<file path="src/rtl/fracn_div_ctrl_pkg.sv">
// fracn_div_ctrl_pkg: shared constants and FSM encoding for the fractional-N ratio scheduler
package fracn_div_ctrl_pkg;
  localparam int FRAC_W = 8;
  localparam logic [2:0] M_MIN = 3'd1;
  localparam logic [2:0] M_MAX = 3'd7;
  typedef enum logic [1:0] {ST_IDLE, ST_LOAD, ST_RUN} state_e;
endpackage

</file>
<file path="src/rtl/fracn_div_ctrl_acc.sv">
// fracn_acc: first-order phase accumulator; carry marks the periods that need M+1
module fracn_acc #(
  parameter int FRAC_W = fracn_div_ctrl_pkg::FRAC_W
) (
  input  logic              clk,
  input  logic              rst_n,
  input  logic              clr,
  input  logic              step,
  input  logic [FRAC_W-1:0] frac,
  output logic              carry
);
  logic [FRAC_W-1:0] acc_q, acc_d;
  logic [FRAC_W:0]   sum;
  // carry is combinational so the same edge can load cur_int + carry into the divider
  always_comb begin
    sum   = {1'b0, acc_q} + {1'b0, frac};
    carry = sum[FRAC_W];
    acc_d = clr ? '0 : step ? sum[FRAC_W-1:0] : acc_q;
  end
  // accumulator register
  always_ff @(posedge clk or negedge rst_n)
    if (!rst_n) acc_q <= '0;
    else        acc_q <= acc_d;
endmodule

</file>
<file path="src/rtl/fracn_div_ctrl.sv">
// fracn_div_ctrl: issues the per-period divider ratio so the average ratio is INT + FRAC/2^FRAC_W
module fracn_div_ctrl #(
  parameter int         FRAC_W    = fracn_div_ctrl_pkg::FRAC_W,
  parameter logic [2:0] DEFAULT_M = 3'd2
) (
  input  logic              clk,
  input  logic              rst_n,
  input  logic              cfg_valid,
  output logic              cfg_ready,
  input  logic [2:0]        cfg_int,
  input  logic [FRAC_W-1:0] cfg_frac,
  output logic              cfg_err,
  input  logic              run_en,
  input  logic              div_pulse,
  output logic [2:0]        div_m,
  output logic              div_hold,
  output logic              active
);
  import fracn_div_ctrl_pkg::*;
  state_e            state_q, state_d;
  logic [2:0]        s_int_q, s_int_d, cur_int_q, cur_int_d, div_m_q, div_m_d, eff_int;
  logic [FRAC_W-1:0] s_frac_q, s_frac_d, cur_frac_q, cur_frac_d, eff_frac;
  logic              pend_q, pend_d, div_hold_q, div_hold_d, cfg_err_q, cfg_err_d;
  logic              xfer, cfg_ok, step, carry;
  assign cfg_ready = !(state_q == ST_RUN && pend_q);
  assign active    = state_q == ST_RUN;
  assign div_m     = div_m_q;
  assign div_hold  = div_hold_q;
  assign cfg_err   = cfg_err_q;
  assign xfer      = cfg_valid && cfg_ready;
  assign cfg_ok    = cfg_int >= M_MIN && (cfg_frac == '0 || cfg_int < M_MAX);
  assign step      = state_q == ST_RUN && run_en && div_pulse;
  assign eff_int   = pend_q ? s_int_q : cur_int_q;
  assign eff_frac  = pend_q ? s_frac_q : cur_frac_q;
  fracn_acc #(.FRAC_W(FRAC_W)) u_acc (
    .clk   (clk),
    .rst_n (rst_n),
    .clr   (state_q == ST_LOAD),
    .step  (step),
    .frac  (eff_frac),
    .carry (carry)
  );
  // next state: handshake into the shadow, FSM, and per-pulse ratio issue
  always_comb begin
    state_d    = state_q;
    div_m_d    = div_m_q;
    div_hold_d = div_hold_q;
    cur_int_d  = cur_int_q;
    cur_frac_d = cur_frac_q;
    pend_d     = pend_q;
    s_int_d    = xfer && cfg_ok ? cfg_int : s_int_q;
    s_frac_d   = xfer && cfg_ok ? cfg_frac : s_frac_q;
    cfg_err_d  = xfer && !cfg_ok;
    if (state_q == ST_IDLE) begin
      div_hold_d = 1'b1;
      div_m_d    = DEFAULT_M;
      if (run_en && s_int_q != '0) state_d = ST_LOAD;
    end else if (!run_en) begin
      state_d    = ST_IDLE;
      div_hold_d = 1'b1;
      div_m_d    = DEFAULT_M;
      pend_d     = 1'b0;
    end else if (state_q == ST_LOAD) begin
      state_d    = ST_RUN;
      div_hold_d = 1'b0;
      div_m_d    = s_int_q;
      cur_int_d  = s_int_q;
      cur_frac_d = s_frac_q;
      pend_d     = xfer && cfg_ok;
    end else begin
      if (div_pulse) begin
        cur_int_d  = eff_int;
        cur_frac_d = eff_frac;
        div_m_d    = eff_int + {2'b00, carry};
        pend_d     = 1'b0;
      end
      if (xfer && cfg_ok) pend_d = 1'b1;
    end
  end
  // state and output registers
  always_ff @(posedge clk or negedge rst_n)
    if (!rst_n) begin
      state_q    <= ST_IDLE;
      div_m_q    <= DEFAULT_M;
      div_hold_q <= 1'b1;
      cur_int_q  <= '0;
      cur_frac_q <= '0;
      s_int_q    <= '0;
      s_frac_q   <= '0;
      pend_q     <= 1'b0;
      cfg_err_q  <= 1'b0;
    end else begin
      state_q    <= state_d;
      div_m_q    <= div_m_d;
      div_hold_q <= div_hold_d;
      cur_int_q  <= cur_int_d;
      cur_frac_q <= cur_frac_d;
      s_int_q    <= s_int_d;
      s_frac_q   <= s_frac_d;
      pend_q     <= pend_d;
      cfg_err_q  <= cfg_err_d;
    end
endmodule

</file>
<file path="config.mk">
export PLATFORM = sky130hd
export DESIGN_NAME = fracn_div_ctrl
export DESIGN_NICKNAME = d
export VERILOG_FILES = /design/src/rtl/fracn_div_ctrl_pkg.sv /design/src/rtl/fracn_div_ctrl_acc.sv /design/src/rtl/fracn_div_ctrl.sv
export SDC_FILE = /design/constraint.sdc
export NUM_CORES = 1
export LEC_CHECK = 0
export BUFFER_PORTS_ARGS = -buffer_cell sky130_fd_sc_hd__buf_4
export CAP_MARGIN = 30
export CORE_MARGIN = 4
export CORE_UTILIZATION = 40
export CTS_CLUSTER_SIZE = 16
export DETAILED_ROUTE_END_ITERATION = 6
export PLACE_DENSITY = 0.55
export REMOVE_ABC_BUFFERS = 1
export SETUP_SLACK_MARGIN = 0.05
export SLEW_MARGIN = 10
export SYNTH_ARGS = -nofsm -noshare
export SYNTH_HDL_FRONTEND = slang
export SYNTH_SLANG_ARGS = --single-unit
</file>
<file path="constraint.sdc">
create_clock -name clk -period 8.42 [get_ports clk]
set_input_delay 1.263 -clock clk [delete_from_list [all_inputs] [get_ports clk]]
set_output_delay 1.263 -clock clk [all_outputs]
set_load 0.005 [all_outputs]
</file>
==> metrics.txt, run 1 <==
Cell Area, Synth=about 2100 um2; Final Cell Area=between 2000 and 2500 um2; crit-path most repeated cell=ha_1; diodes inserted=0; CP endpoint kind=flop; hold_sp=div_hold$_DFFE_PN1P_; htree depth=2; post-CTS sizing=0; worst skew pair latency=~0.28 ns; register area share after synthesis=a little under half; PortBufs=22; fin crit period=between 3 and 4 ns; 1st-pass router iterations=4; critical path arrival=3.75 ns; most common library cell in the layout ignoring fill and taps=dfrtp_1; Power Total=0.6535 mW; remaining antenna violation count=0; crit share post-route=approximately 43%; total grt overflow=0; number of cells produced by synthesis=about 170; crit path max fanout=14; setup_tns=0 ns; Final Max Slew Viols=0; Achievable Freq=roughly 0.28 GHz; clk buf depth=2; WP buf/inv=1; clock sink count=38; Netlist cell types=43; Tot GR Track Use=14.19%; Detailed Route Iter0 Violations=65; worst hold path class=reg -> reg; initial antenna violation count=0; Fin Clk Skew=about 0.007 ns; WL final=between 4 and 5 mm; Synth Register Bits=38; Max-Slew Margin vs Limit=between 40% and 50%; # DRC=0; hold_buf cts=0; Final Setup Violations=0; Setup CP Type=reg -> reg; slowest cell on the critical path=dfrtp_1; drt wl/cell=around 15 um; Core ar.=around 4900 um2; clk slew on worst S/H paths=around 0.070 ns; via count=1370; first-pass GRT wire length=7.079 mm; boundary pin count=23; die width=79.93 um; final hold violation count=0; Die Span Y=79.93 um; Placement Cell Area=approximately 2300 um2; Vias/cell=roughly 5.2; Post-CTS Setup Inserts=0; startpoint types=flop; Final GP Congestion=0.7836; CTS Buf Count=5; largest net degree at the start of global routing=39; Req. time, crit path=about 8.6 ns; r2r setup slk=a little under 5 ns; CTS tree=built; worst path cell trace=mux2_2 -> ha_1 -> inv_1 -> fa_1 -> nor2b_1 -> o31a_1 -> o21ai_1 -> a21oi_1 -> a211o_1 -> ha_1 -> ha_1 -> xnor2_1 -> mux2_2 -> a22oi_1 -> nor2b_1; Mean Syn Cell Area=11.89 um2; slowest stage delay, CP=0.72 ns; Site Rows=25; Lkg Pwr=about 1.1 nW; delay-heaviest family, CP=compound AO/OA/AOI/OAI gates; CP Launch Point=pend_q$_DFFE_PN0P_; Synth warnings=0; final-stage net count=225; Die Area=roughly 6400 um2; vias in the first global route=about 1500; WHS=roughly 0.47 ns; ratio of cells with drive above 1 in the final layout=between 30% and 40%; peak supply drop=approximately 0.14 mV; worst slew pin tran=about 0.84 ns; Max Cap Viol=0; Initial Util=a little over two fifths; RSZ-0062 raised after global routing=no; Reg-to-Reg Start=pend_q$_DFFE_PN0P_; outcome=complete, no violations; PD cells=between 200 and 300 nW/um2; CTS Root Cell=clkbuf_8; most frequent cells in the layout=dfrtp_1, mux2_2, buf_4, o21ai_0, ha_1; synthesis-to-finish area growth=14.51%; hpwl dp=roughly 3 mm
[kinds of logic after synthesis]
kind of cell | count (synthesis) | synth area share, %
and+or+nand+nor | 39 | 10.46
adders and majority gates | 11 | 7.013
DFF | 38 | 46.07
muxes | 36 | 21.04
buffers and inverters | 11 | 2.963
AOI/OAI and AO/OA | 34 | 10.34
xor gates and xnor gates | 5 | 2.116
[final cells by class]
cell class / count / area (um2)
clock buffers: 7 / 86.33
fillers: 474 / 2510
inverters: 5 / 18.77
multi-input cells: 125 / 1055
flip-flops and latches: 38 / 953.4
well taps: 67 / 83.83
repair buffers: 23 / 172.7
[per-stage QoR]
step	cells	setup slack (ns)	utilization (%)
floorplan	168	5.206	-
global placement	258	4.951	46.79
detailed placement	258	4.818	46.79
CTS	265	4.821	48.56
global route	265	4.572	48.56
finish	265	4.838	48.56
[routing by layer]
layer	part of all wire (%)	GRT usage, %
met5	0	0
met4	0.47	4.054
met3	4.4	3.612
met2	47	21.52
met1	48	19.93
[state kept, by name, summed over array words and instances (netlist names)]
| name | flops |
|---|---|
| cur_frac_q | 8 |
| s_frac_q | 8 |
| u_acc.acc_q | 8 |
| cur_int_q | 3 |
| div_m | 3 |
| s_int_q | 3 |
| state_q | 2 |
| cfg_err | 1 |
| div_hold | 1 |
| pend_q | 1 |
[cells in the mapped netlist (all sizes together)]
library cell / count / area, um2
dfrtp: 36 / 900.9
mux2: 33 / 405.4
o21ai: 12 / 60.05
ha: 10 / 125.1
nand2: 10 / 47.55
nand3: 9 / 45.04
a21oi: 6 / 30.03
inv: 5 / 18.77
nor2: 5 / 18.77
nor2b: 5 / 33.78
clkbuf: 4 / 15.01
nor3: 4 / 31.28
xor2: 4 / 35.03
mux2i: 3 / 30.03
a211oi: 2 / 15.01
a22oi: 2 / 15.01
buf: 2 / 27.53
dfstp: 2 / 52.55
nor4: 2 / 12.51
o21a: 2 / 15.01
a211o: 1 / 8.760
a21boi: 1 / 7.510
a21o: 1 / 7.510
a22o: 1 / 8.760
a31o: 1 / 8.760
and2b: 1 / 7.510
and3: 1 / 6.260
fa: 1 / 20.02
nand2b: 1 / 6.260
nor3b: 1 / 7.510
o211ai: 1 / 7.510
o21bai: 1 / 7.510
o22ai: 1 / 6.260
o31a: 1 / 8.760
o31ai: 1 / 7.510
xnor2: 1 / 8.760
[where the power goes]
group          switching (mW)  internal, mW
clock network          0.0579        0.0649
registers              0.0395         0.235
logic                   0.115         0.141
[tightest hold or removal path, delay by kind of cell (launching register included)]
| family | cells | cell delay, ns |
|---|---|---|
| and+or+nand+nor | 2 | 0.10 |
| DFF | 1 | 0.37 |
[final timing paths]
| check | to | cells after the start |
|---|---|---|
| max | div_m[2]$_DFFE_PN0P_ | 15 |
| min | div_hold$_DFFE_PN1P_ | 2 |
| max reg2reg | div_m[2]$_DFFE_PN0P_ | 15 |
| min reg2reg | div_hold$_DFFE_PN1P_ | 2 |
| max in group asynchronous | div_hold$_DFFE_PN1P_ | 1 |
| min in group asynchronous | cur_frac_q[5]$_DFFE_PN0P_ | 1 |
Power figures use the tool's default switching activity.
==> run 2, diff against run 1 <==
PLACE_DENSITY = 0.57   (was 0.55)
clock period = 3.18 ns   (was 8.42 ns; I/O delays follow)
==> run 2 against run 1 <==
  * Clock skew up 0.0020 ns
  * Critical path depth unchanged
  * Sequential share of layout area down 1.5 points
  * Count of clock-buffer cells in the layout down 2
  * Global-route usage about the same
  * Critical path type unchanged
  * Largest power group is now combinational cells
==> metrics.txt, run 2 (synthesized netlist as in run 1, its figures left out) <==
Power Total=1.793 mW (+170%); PD cells=727.9 nW/um2 (+160%); PortBufs=22 (unchanged); crit share post-route=95.72% (+53 points); CTS tree=built; Die Area=6389 um2 (unchanged); critical path arrival=3.22 ns (-0.53 ns); post-layout util=50.49% (+1.9 points); slowest stage delay, CP=0.45 ns (-0.27 ns); Achievable Freq=0.3285 GHz (+18%); diodes inserted=0 (unchanged); Final Setup Violations=0 (unchanged); boundary pin count=23 (unchanged); Final Cell Area=2464 um2 (+4.0%); hpwl dp=3.088 mm (+3.5%); drt wl/cell=15.09 um (-0.69%); DP Cell Count=264 (+2.3%); CP endpoint kind=flop; # DRC=0 (unchanged); ratio of cells with drive above 1 in the final layout=42.23% (+7.4 points); WL final=4.120 mm (+2.3%); Vias/cell=5.209 (+0.75%); crit path max fanout=5 (-9); Lkg Pwr=1.102 nW (+3.5%); initial antenna violation count=0 (unchanged); CTS Root Cell=clkbuf_8; worst slew pin tran=0.5332 ns (-0.3043 ns); Fin Clk Skew=0.009160 ns (+0.001980 ns); Final GP Congestion=0.8309 (+6.0%); Initial Util=42.41% (unchanged); delay-heaviest family, CP=compound AO/OA/AOI/OAI gates; final-stage net count=233 (+3.6%); Top Registers=cur_frac_q: 8 flops, s_frac_q: 8 flops, u_acc.acc_q: 8 flops; final setup margin=0.1360 ns (-4.702 ns); Max-Slew Margin vs Limit=64.13% (+21 points); most common library cell in the layout ignoring fill and taps=dfrtp_1; Detailed Route Iter0 Violations=43 (-34%); htree depth=2 (unchanged); Setup CP Type=reg -> reg; final cell count without fillers=273 (+3.0%); CTS Buf Count=5 (unchanged); largest net degree at the start of global routing=39 (unchanged); total grt overflow=0 (unchanged); first-pass GRT wire length=6.969 mm (-1.6%); remaining antenna violation count=0 (unchanged); Tot GR Track Use=14.15% (-0.038 points); WP buf/inv=1 (unchanged); Core ar.=4880 um2 (unchanged); clk buf depth=2 (unchanged); worst slack, placed=-0.02593 ns (-4.844 ns); clk slew on worst S/H paths=0.08 ns (about the same); worst skew pair latency=0.28 ns (about the same); slowest cell on the critical path=dfrtp_2; Placement Cell Area=2328 um2 (+2.0%); vias in the first global route=1459 (-0.55%); worst hold path class=in -> async; Max Cap Viol=0 (unchanged); final hold violation count=0 (unchanged); worst path cell trace=mux2_4 -> ha_4 -> inv_2 -> fa_2 -> nor2b_1 -> o31a_1 -> o21ai_2 -> a21oi_1 -> a211o_1 -> ha_2 -> ha_2 -> xnor2_1 -> mux2_2 -> a22oi_2 -> nor2b_1; Site Rows=25 (unchanged); Final Max Slew Viols=0 (unchanged); via count=1422 (+3.8%); 1st-pass router iterations=4 (unchanged); peak supply drop=0.4944 mV (+260%); outcome=complete, no violations; Die Span Y=79.93 um (unchanged); Req. time, crit path=3.36 ns (-5.23 ns); startpoint types=flop; fin crit period=3.044 ns (-0.5380 ns); RSZ-0062 raised after global routing=yes; synthesis-to-finish area growth=19.04%; die width=79.93 um (unchanged); most frequent cells in the layout=dfrtp_1, buf_4, mux2_2, o21ai_0, mux2_4; clock sink count=38 (unchanged)
run 2: report_power, final:
group | internal [mW] | total [mW] | switching, mW
clock | 0.147 | 0.311 | 0.164
sequential | 0.624 | 0.729 | 0.105
combinational | 0.421 | 0.753 | 0.332
total | 1.19 | 1.79 | 0.601
run 2: per-layer routing:
| metal | global-route usage, % | wire length [um] | vias to the layer above |
|---|---|---|---|
| met2 | 22.93 | 1985 | 18 |
| met3 | 3.273 | 148 | 5 |
| met1 | 18.62 | 1936 | 709 |
| met5 | 0 | 0 | - |
| met4 | 4.561 | 49 | 0 |
| li1 | - | - | 690 |
run 2: area by class of cell:
| cell class | instances | area [um2] |
|---|---|---|
| clock buffer | 5 | 68.82 |
| fill | 471 | 2416 |
| timing repair buffer | 31 | 236.5 |
| inverter | 5 | 18.77 |
| sequential | 38 | 954.7 |
| multi-input combinational | 125 | 1091 |
| tap | 67 | 83.83 |
| clock inverter | 2 | 10.01 |
run 2: worst paths after layout:
check / start / endpoint / slack, ns / depth (start not counted)
min in group clk: run_en / div_m[1]$_DFFE_PN1P_ / 0.37 / 2
min reg2reg: div_hold$_DFFE_PN1P_ / div_hold$_DFFE_PN1P_ / 0.47 / 2
min: rst_n / cur_frac_q[7]$_DFFE_PN0P_ / 0.15 / 1
max in group asynchronous: rst_n / pend_q$_DFFE_PN0P_ / 2.67 / 1
max: pend_q$_DFFE_PN0P_ / div_m[2]$_DFFE_PN0P_ / 0.14 / 15
max reg2reg: pend_q$_DFFE_PN0P_ / div_m[2]$_DFFE_PN0P_ / 0.14 / 15
run 2: what timing repair did:
item | CTS | global route
pin swaps | 1 | 4
buffers inserted | 1 | 1
hold buffers | 0 | 0
endpoints found under the setup margin | 1 | 1
gates resized for setup | 4 | 8
run 2: per-stage QoR:
stage               hold WS, ns   TNS, ns
finish                   0.1506         0
global route             0.1891  -0.01119
CTS                      0.1662         0
detailed placement       0.4645  -0.02593
global placement         0.4617         0
floorplan                0.1814  -0.03410
